### src/rtl/branch_resolve_pkg.sv
// Shared constants and types for the branch resolution unit.
// Queue entries are packed as {taken, pc, target}, with the taken bit as the MSB.
package branch_resolve_pkg;

    localparam logic        RESET_LVL  = 1'b0;
    localparam int unsigned INSN_BYTES = 4;

    typedef enum logic [1:0] {
        ResNone,
        ResHit,
        ResMiss,
        ResErr
    } res_kind_e;

    function automatic int unsigned entry_width(input int unsigned addr_w);
        return 1 + 2 * addr_w;
    endfunction

endpackage

### src/rtl/branch_resolve_bq_fifo.sv
// In-order queue of in-flight branches.
// Occupancy is tracked by count, so full and empty never rely on pointer equality.
module bq_fifo
    import branch_resolve_pkg::*;
#(
    parameter int unsigned DEPTH = 4,
    parameter int unsigned WIDTH = 65
) (
    input  logic                       clk,
    input  logic                       rst,
    input  logic                       push,
    input  logic                       pop,
    input  logic                       clear,
    input  logic [WIDTH-1:0]           wdata,
    output logic [WIDTH-1:0]           head,
    output logic [$clog2(DEPTH+1)-1:0] count
);

    localparam int unsigned PW = $clog2(DEPTH);
    localparam int unsigned CW = $clog2(DEPTH + 1);

    logic [WIDTH-1:0] mem [DEPTH];
    logic [PW-1:0]    wr_ptr_q, rd_ptr_q;
    logic [CW-1:0]    count_q;
    logic             do_push, do_pop;

    assign do_push = push && (count_q != CW'(DEPTH));
    assign do_pop  = pop && (count_q != '0);
    assign head    = mem[rd_ptr_q];
    assign count   = count_q;

    always_ff @(posedge clk) begin
        if (do_push) begin
            mem[wr_ptr_q] <= wdata;
        end
    end

    // clear wins over push/pop: a clearing cycle leaves the queue empty.
    always_ff @(posedge clk) begin
        if (rst == RESET_LVL || clear) begin
            wr_ptr_q <= '0;
            rd_ptr_q <= '0;
            count_q  <= '0;
        end else begin
            if (do_push) wr_ptr_q <= wr_ptr_q + 1'b1;
            if (do_pop)  rd_ptr_q <= rd_ptr_q + 1'b1;
            case ({do_push, do_pop})
                2'b10:   count_q <= count_q + 1'b1;
                2'b01:   count_q <= count_q - 1'b1;
                default: count_q <= count_q;
            endcase
        end
    end

endmodule

### src/rtl/branch_resolve.sv
// Resolves queued branch predictions against execute outcomes.
// Trains the predictor, flushes and redirects on mispredict, and counts branches and misses.
module branch_resolve
    import branch_resolve_pkg::*;
#(
    parameter int unsigned ADDR_W = 32,
    parameter int unsigned DEPTH  = 4,
    parameter int unsigned CNT_W  = 16
) (
    input  logic              clk,
    input  logic              rst,
    input  logic              pred_valid,
    input  logic              pred_taken,
    input  logic [ADDR_W-1:0] pred_pc,
    input  logic [ADDR_W-1:0] pred_target,
    output logic              pred_ready,
    input  logic              res_valid,
    input  logic              res_taken,
    output logic              upd_valid,
    output logic              upd_taken,
    output logic              flush,
    output logic [ADDR_W-1:0] redirect_pc,
    output logic              res_err,
    output logic [CNT_W-1:0]  br_cnt,
    output logic [CNT_W-1:0]  miss_cnt
);

    localparam int unsigned EW = entry_width(ADDR_W);
    localparam int unsigned CW = $clog2(DEPTH + 1);

    logic [EW-1:0]     head, wdata;
    logic [CW-1:0]     count;
    logic              head_taken;
    logic [ADDR_W-1:0] head_pc, head_target, fix_pc;
    logic              push, pop, clear;
    res_kind_e         kind;

    logic              upd_valid_q, upd_taken_q, flush_q, res_err_q;
    logic [ADDR_W-1:0] redirect_q;
    logic [CNT_W-1:0]  br_cnt_q, miss_cnt_q;

    assign head_taken  = head[2*ADDR_W];
    assign head_pc     = head[2*ADDR_W-1 -: ADDR_W];
    assign head_target = head[ADDR_W-1:0];
    assign wdata       = {pred_taken, pred_pc, pred_target};

    // Ready is based on registered occupancy only; a same-cycle pop does not free a slot.
    assign pred_ready = (count != CW'(DEPTH));

    always_comb begin
        kind = ResNone;
        if (res_valid) begin
            if (count == '0) begin
                kind = ResErr;
            end else if (head_taken != res_taken) begin
                kind = ResMiss;
            end else begin
                kind = ResHit;
            end
        end
    end

    // Any push alongside a mispredict is on the wrong path and is discarded.
    assign pop    = (kind == ResHit) || (kind == ResMiss);
    assign clear  = (kind == ResMiss);
    assign push   = pred_valid && pred_ready && !clear;
    assign fix_pc = res_taken ? head_target : head_pc + ADDR_W'(INSN_BYTES);

    bq_fifo #(
        .DEPTH (DEPTH),
        .WIDTH (EW)
    ) u_bq_fifo (
        .clk   (clk),
        .rst   (rst),
        .push  (push),
        .pop   (pop),
        .clear (clear),
        .wdata (wdata),
        .head  (head),
        .count (count)
    );

    always_ff @(posedge clk) begin
        if (rst == RESET_LVL) begin
            upd_valid_q <= 1'b0;
            upd_taken_q <= 1'b0;
            flush_q     <= 1'b0;
            res_err_q   <= 1'b0;
            redirect_q  <= '0;
            br_cnt_q    <= '0;
            miss_cnt_q  <= '0;
        end else begin
            upd_valid_q <= pop;
            upd_taken_q <= pop && res_taken;
            flush_q     <= clear;
            res_err_q   <= (kind == ResErr);
            if (clear) begin
                redirect_q <= fix_pc;
            end
            if (pop && (br_cnt_q != '1)) begin
                br_cnt_q <= br_cnt_q + 1'b1;
            end
            if (clear && (miss_cnt_q != '1)) begin
                miss_cnt_q <= miss_cnt_q + 1'b1;
            end
        end
    end

    assign upd_valid   = upd_valid_q;
    assign upd_taken   = upd_taken_q;
    assign flush       = flush_q;
    assign res_err     = res_err_q;
    assign redirect_pc = redirect_q;
    assign br_cnt      = br_cnt_q;
    assign miss_cnt    = miss_cnt_q;

endmodule

### config.mk
export PLATFORM = sky130hd
export DESIGN_NAME = branch_resolve
export DESIGN_NICKNAME = d
export VERILOG_FILES = /design/src/rtl/branch_resolve_pkg.sv /design/src/rtl/branch_resolve_bq_fifo.sv /design/src/rtl/branch_resolve.sv
export SDC_FILE = /design/constraint.sdc
export NUM_CORES = 1
export LEC_CHECK = 0
export ABC_AREA = 1
export CAP_MARGIN = 10
export CORE_MARGIN = 3
export CORE_UTILIZATION = 40
export DETAILED_ROUTE_END_ITERATION = 8
export PLACE_DENSITY_LB_ADDON = 0.15
export RECOVER_POWER = 50
export SYNTH_ARGS = -nofsm -noshare
export SYNTH_HDL_FRONTEND = slang
export SYNTH_SLANG_ARGS = --single-unit
### constraint.sdc
create_clock -name clk -period 7.1 [get_ports clk]
set_input_delay 1.42 -clock clk [delete_from_list [all_inputs] [get_ports clk]]
set_output_delay 1.42 -clock clk [all_outputs]
set_load 0.02 [all_outputs]
* Word level (Yosys, flattened, before mapping)
Memory sizes are Yosys's and may differ from the RTL's. A register that Yosys moved wholly into a read port is not among the register bits.
Index checks and enable logic that the tools add are counted.
** Operators by class
- Div/mod/pow operators :: 0
- Bitwise gates (word level) :: 1
- Multiply operators :: 0
- Reduce and logical (&&, ||, !) cells :: 13
- $lt $le $gt $ge :: 0
- Shifts and indexed selects :: 0
- Add/subtract/negate cells :: 7
- Muxes and demuxes :: 9
- Eq/ne operators :: 9
** Operators by type and width (number)
- adder 16 x 1 -> 16 bit, second input constant :: 2
- adder 32 x 3 -> 32 bit, second input constant :: 1
- two-way mux 32 bit :: 1
- inequality test 16 bit, second input constant :: 2
- two-way mux 2 bit :: 5
- logical AND 1 bit :: 7
- equality test 2 bit, second input constant :: 3
- one-hot mux 3 bit (2 select lines) :: 1
- adder 2 x 1 -> 2 bit, second input constant :: 2
- equality test 2 x 1 -> 1 bit, second input constant :: 2
- adder 3 x 1 -> 3 bit, second input constant :: 1
- zero test 3 bit :: 1
- inequality test 3 bit, second input constant :: 1
- nonzero test 3 bit :: 1
- subtractor 3 x 1 -> 3 bit, second input constant :: 1
- logical OR 1 bit :: 2
- two-way mux 1 bit :: 2
- nonzero test 2 bit :: 1
- zero test 1 bit :: 1
- inequality test 1 bit :: 1
- inverter 1 bit :: 1
** Word-level totals
- Word-level logic and storage cells :: 50
- Memory bits (writable) :: 260
- Bits of input ports :: 70
- Memory bits (read-only) :: 0
- Bits in latches :: 0
- Output and inout port bits :: 69
- Flip-flop bits (word level) :: 75
- Memories :: 1
** Memories
- u_bq_fifo.mem :: depth 4, bits a word 65, rd ports 1, clocked after Yosys merged registers in 1, wr ports 1, line branch_resolve_bq_fifo.sv:22 : logic [WIDTH-1:0] mem [DEPTH];

* Logic depth before layout (Yosys ltp)
- Depth in word-level cells :: 10
- Mapped depth :: 19
- Mapped depth without buffers :: 17

* Cells and area by module
A second synthesis with hierarchy kept.
** Unflattened totals
- Cell total of the unflattened synthesis :: 1367
- Area, all modules :: 14600.3 um2
** Modules (own cells, without submodules)
- bq_fifo :: area an instance 10438.8 um2, seq. area each 7987.7 um2, instances 1, cells an instance 700
- branch_resolve :: area an instance 4161.5 um2, seq. area each 1361.3 um2, instances 1, cells an instance 667

* Least setup slack after synthesis
OpenSTA, ideal clock, no wires.
- Path type :: in2reg
- From :: input port res_taken
- To :: memory u_bq_fifo.mem[0][0] (enable)
- Cell stages on the path :: 5
- Library setup time :: 0.489 ns
- Path slack :: 1.793 ns
- Required time :: 6.611 ns
- Path buffers :: 1
- Arrival :: 4.819 ns
- Cell sequence :: clkbuf_1 nand3_1 nand3_1 nand2_1 nor2_1
** Between the ends
- Longest elaborated chain between the ends :: 10
** RTL lines
- start, declared :: line branch_resolve.sv:18 : input logic res_taken,
- inequality test 1 bit :: line branch_resolve.sv:55 : end else if (head_taken != res_taken) begin
- two-way mux 2 bit :: line branch_resolve.sv:55
- two-way mux 2 bit :: line branch_resolve.sv:53 : if (count == '0) begin
- two-way mux 2 bit :: line branch_resolve.sv:52 : if (res_valid) begin
- equality test 2 bit :: line branch_resolve.sv:65 : assign clear = (kind == ResMiss);
- zero test 1 bit :: line branch_resolve.sv:66 : assign push = pred_valid && pred_ready && !clear;
- logical AND 1 bit :: line branch_resolve.sv:66
- logical AND 1 bit :: line branch_resolve_bq_fifo.sv:27 : assign do_push = push && (count_q != CW'(DEPTH));
- two-way mux 1 bit :: line branch_resolve_bq_fifo.sv:33 : if (do_push) begin
- two-way mux 1 bit (implied by the code) :: line branch_resolve_bq_fifo.sv:34 : mem[wr_ptr_q] <= wdata;
- end, declared :: line branch_resolve_bq_fifo.sv:22
Every way passes these cells.

* Worst setup path after layout
- From :: input port res_taken
- To :: memory u_bq_fifo.mem[1][46] (enable)
Same word-level chain as after synthesis.

==> reports/metrics.csv <==
stage,metric,value,unit
sta,fin_setup_tns,0,ns
global_route,grt_pass1_wl,56.9,mm
global_route,grt_usage,0.188,
floorplan,dieWidth,195,µm
floorplan,core-area,34900,µm²
sta,fin_ws,2.58,ns
clocking,cts_sinks,337,
clocking,clkSlewWorstSetupHoldPaths,0.06,ns
critical_path,cpMaxStageDelayCell,dlygate4sd3_1,
sta,relSlewSlack,0.249,
sta,fmaxAchievable,0.221,GHz
clocking,ctsLongestPathBuffers,3,
floorplan,die-area,38000,µm²
sta,setup_violations,0,
critical_path,cp_common_cell,nand3_1,
clocking,clockRootBuffer,clkbuf_16,
yosys,netlist_area,14300,µm²
pwr,seqPwrFrac,0.423,
finish,final_cell_mix,"368 x nand2_1, 260 x edfxtp_1, 165 x nor2_1",
critical_path,required,7.24,ns
clocking,holdBufCountCts,0,
yosys,synth_area_per_cell,10.1,µm²
pwr,clkPwrFrac,0.330,
yosys,synth_edf_count,260,
yosys,synth_top_area_cell,edfxtp_1,
run_status,outcome,"finished, final reports clean",
min_path,holdCritPathClass,register to register,
sta,layout_min_cycle_time,4.52,ns
placed_design,gp_congestion,0.886,
placed_design,portBuffers,138,
finish,final_common_cell,nand2_1,
critical_path,ff2ff_setup_slack,3.60,ns
finish,nets,1622,
yosys,synth_warnings,0,
pwr,p_sw,1.98,mW
routing,wirelength,36.4,mm
sta,grt_setup_unrepaired,no,
pwr,p_sw_frac,0.327,
sta,fin_worst_skew,0.0298,ns
clocking,htreeDepth,2,
sta,finalHoldViolCount,0,
floorplan,dieHeight,195,µm
yosys,synth.top_cells.by_area,"edfxtp_1 55%, dfxtp_1 11%, nand2_1 9.7%, nor2_1 4.4%, nand3_1 3.8%",
yosys,syn_inst,1409,
pwr,cell_internal_pwr,4.06,mW
sta,final_max_slew_viol_count,0,
floorplan,initial_utilization,0.409,
finish,layout-drive-gt1-share,0.0833,
pwr,pwr-share-comb,0.247,
finish,synthToLayoutAreaGrowth,21.5,%
critical_path,path_cells,dlygate4sd3_1 > nand3_1 > nand3_1 > nand2_1 > nor2_4 > buf_4,
yosys,synth-seq-cells,337,
critical_path,critPathCaptureType,register,
global_route,antenna_found_initial,0,
yosys,synth_flop_cell,edfxtp_1,
floorplan,rows,68,
routing,drc,0,
routing,vias,10289,
clocking,cts_resized,0,
global_route,gr-total-overflow,0,
critical_path,worst-path-max-fanout,54,
routing,wire_per_inst,18.0,µm
clocking,insertion_delay,0.53,ns
pwr,p_per_area,348,nW/µm²
routing,drtAntennaViolNets,0,
yosys,synthArstFlopShare,0,
routing,drt-initial-drc-count,660,
yosys,ys_seq_area_frac,0.655,
critical_path,crit_arrival,4.66,ns
critical_path,critPathLaunchType,primary input,
placed_design,dpl_worst_slack,2.11,ns
sta,period_share,0.637,
global_route,grt_pass1_vias,9988,
routing,viasPerCell,5.08,
placed_design,dp_hpwl,23.6,mm
sta,tightestPinTransition,1.12,ns
clocking,numCtsBuffers,38,
clocking,cts_setup_buffers,0,
routing,firstDrtPassIters,5,
pwr,p_leak,6.46,nW
global_route,grt_start_max_net_pins,68,
pwr,peakVddDrop,187,µV
critical_path,critPathMaxStageDelay,1.27,ns
clocking,cts_tree,yes,
yosys,synthDistinctLibCells,46,
finish,antenna_cells,0,
run,drv_cap,0,
critical_path,critPathKind,primary input to register,
floorplan,ios,139,
yosys,syn_nets,1488,
yosys,yosysTopAreaCellShare,0.547,
==> path summary, 6_finish.rpt <==
| check | from | end | cells past startpoint |
|---|---|---|---|
| worst max register to register | register | u_bq_fifo.mem[1][46] | 9 |
| worst min-delay path | redirect_pc[26] | redirect_pc[26] | 2 |
| worst min register to register | redirect_pc[26] | redirect_pc[26] | 2 |
| worst max-delay path | res_taken | u_bq_fifo.mem[1][46] | 6 |
==> critical path, delay by kind of cell <==
family / cells / cell delay (ns)
buffers and inverters: 2 / 2.04
and+or+nand+nor: 4 / 1.17
==> through the flow <==
stage,utilization,instances,power [mW],cell area [µm²],hold WS [ns]
global placement,0.461,1958,4.11,16100,0.438
detailed placement,0.461,1958,4.13,16100,0.441
finish,0.497,2027,6.04,17300,0.447
global route,0.497,2027,6.37,17300,0.463
CTS,0.498,2027,6.14,17400,0.454
floorplan,-,1409,3.59,14300,0.447
==> synth_stat cells, types with 5 or more instances <==
| cell | n |
|---|---|
| nand2_1 | 368 |
| edfxtp_1 | 260 |
| nor2_1 | 168 |
| nand3_1 | 109 |
| o21ai_0 | 97 |
| dfxtp_1 | 77 |
| inv_1 | 68 |
| a21oi_1 | 36 |
| buf_2 | 23 |
| clkbuf_1 | 22 |
| nor3_1 | 21 |
| a31oi_1 | 16 |
| nor2_2 | 15 |
| inv_2 | 13 |
| nand2_2 | 13 |
| o21ai_1 | 13 |
| o22ai_1 | 12 |
| ha_1 | 8 |
| a22o_1 | 7 |
| buf_4 | 7 |
| xor2_1 | 7 |
| buf_6 | 5 |
==> routing by layer <==
metal / share of wire / vias up / track usage / routed length (µm)
li1: - / 5085 / - / -
met1: 0.46 / 4879 / 0.262 / 16600
met2: 0.47 / 272 / 0.312 / 17200
met3: 0.050 / 53 / 0.0274 / 1830
met4: 0.019 / 0 / 0.0483 / 706
met5: 0 / - / 0 / 0
==> flip-flops by register name, indices dropped and copies added, names as in the netlist, named ones only <==
name	cells
upd_valid	1
upd_taken	1
u_bq_fifo.mem	260
flush	1
br_cnt	16
redirect_pc	32
res_err	1
u_bq_fifo.count	3
miss_cnt	16
u_bq_fifo.rd_ptr_q	2
u_bq_fifo.wr_ptr_q	2
==> kinds of logic (layout without fill, tap and decap cells) <==
logic type               count (synthesis)  after routing  share of synthesized area
AO/OA/AOI/OAI                          192            192                     0.0743
XOR/XNOR                                10             10                    0.00613
adder cells (fa/ha/maj)                  9              9                    0.00841
buffers and inverters                  143            306                     0.0442
flip-flops                             337            337                      0.655
multiplexers                             1              1                   0.000701
AND/OR/NAND/NOR                        717            717                      0.212
==> power by group through the flow <==
stage	Sequential [mW]	Combinational (mW)	Clock (mW)
5_1_grt	2.58	1.67	2.12
4_1_cts	2.56	1.54	2.04
6_report	2.56	1.49	1.99
3_5_place_dp	2.60	1.53	0
3_3_place_gp	2.59	1.52	0
2_1_floorplan	2.60	0.985	0
==> final cells by class <==
class / instances / area (µm²)
Sequential cell: 337 / 9350
Tap cell: 455 / 569
Clock buffer: 48 / 1030
Multi-Input combinational cell: 929 / 4330
Fill cell: 3194 / 17500
Inverter: 84 / 319
Timing Repair Buffer: 153 / 1490
Clock inverter: 21 / 260
Note: power is estimated with default switching activity, not from simulation.
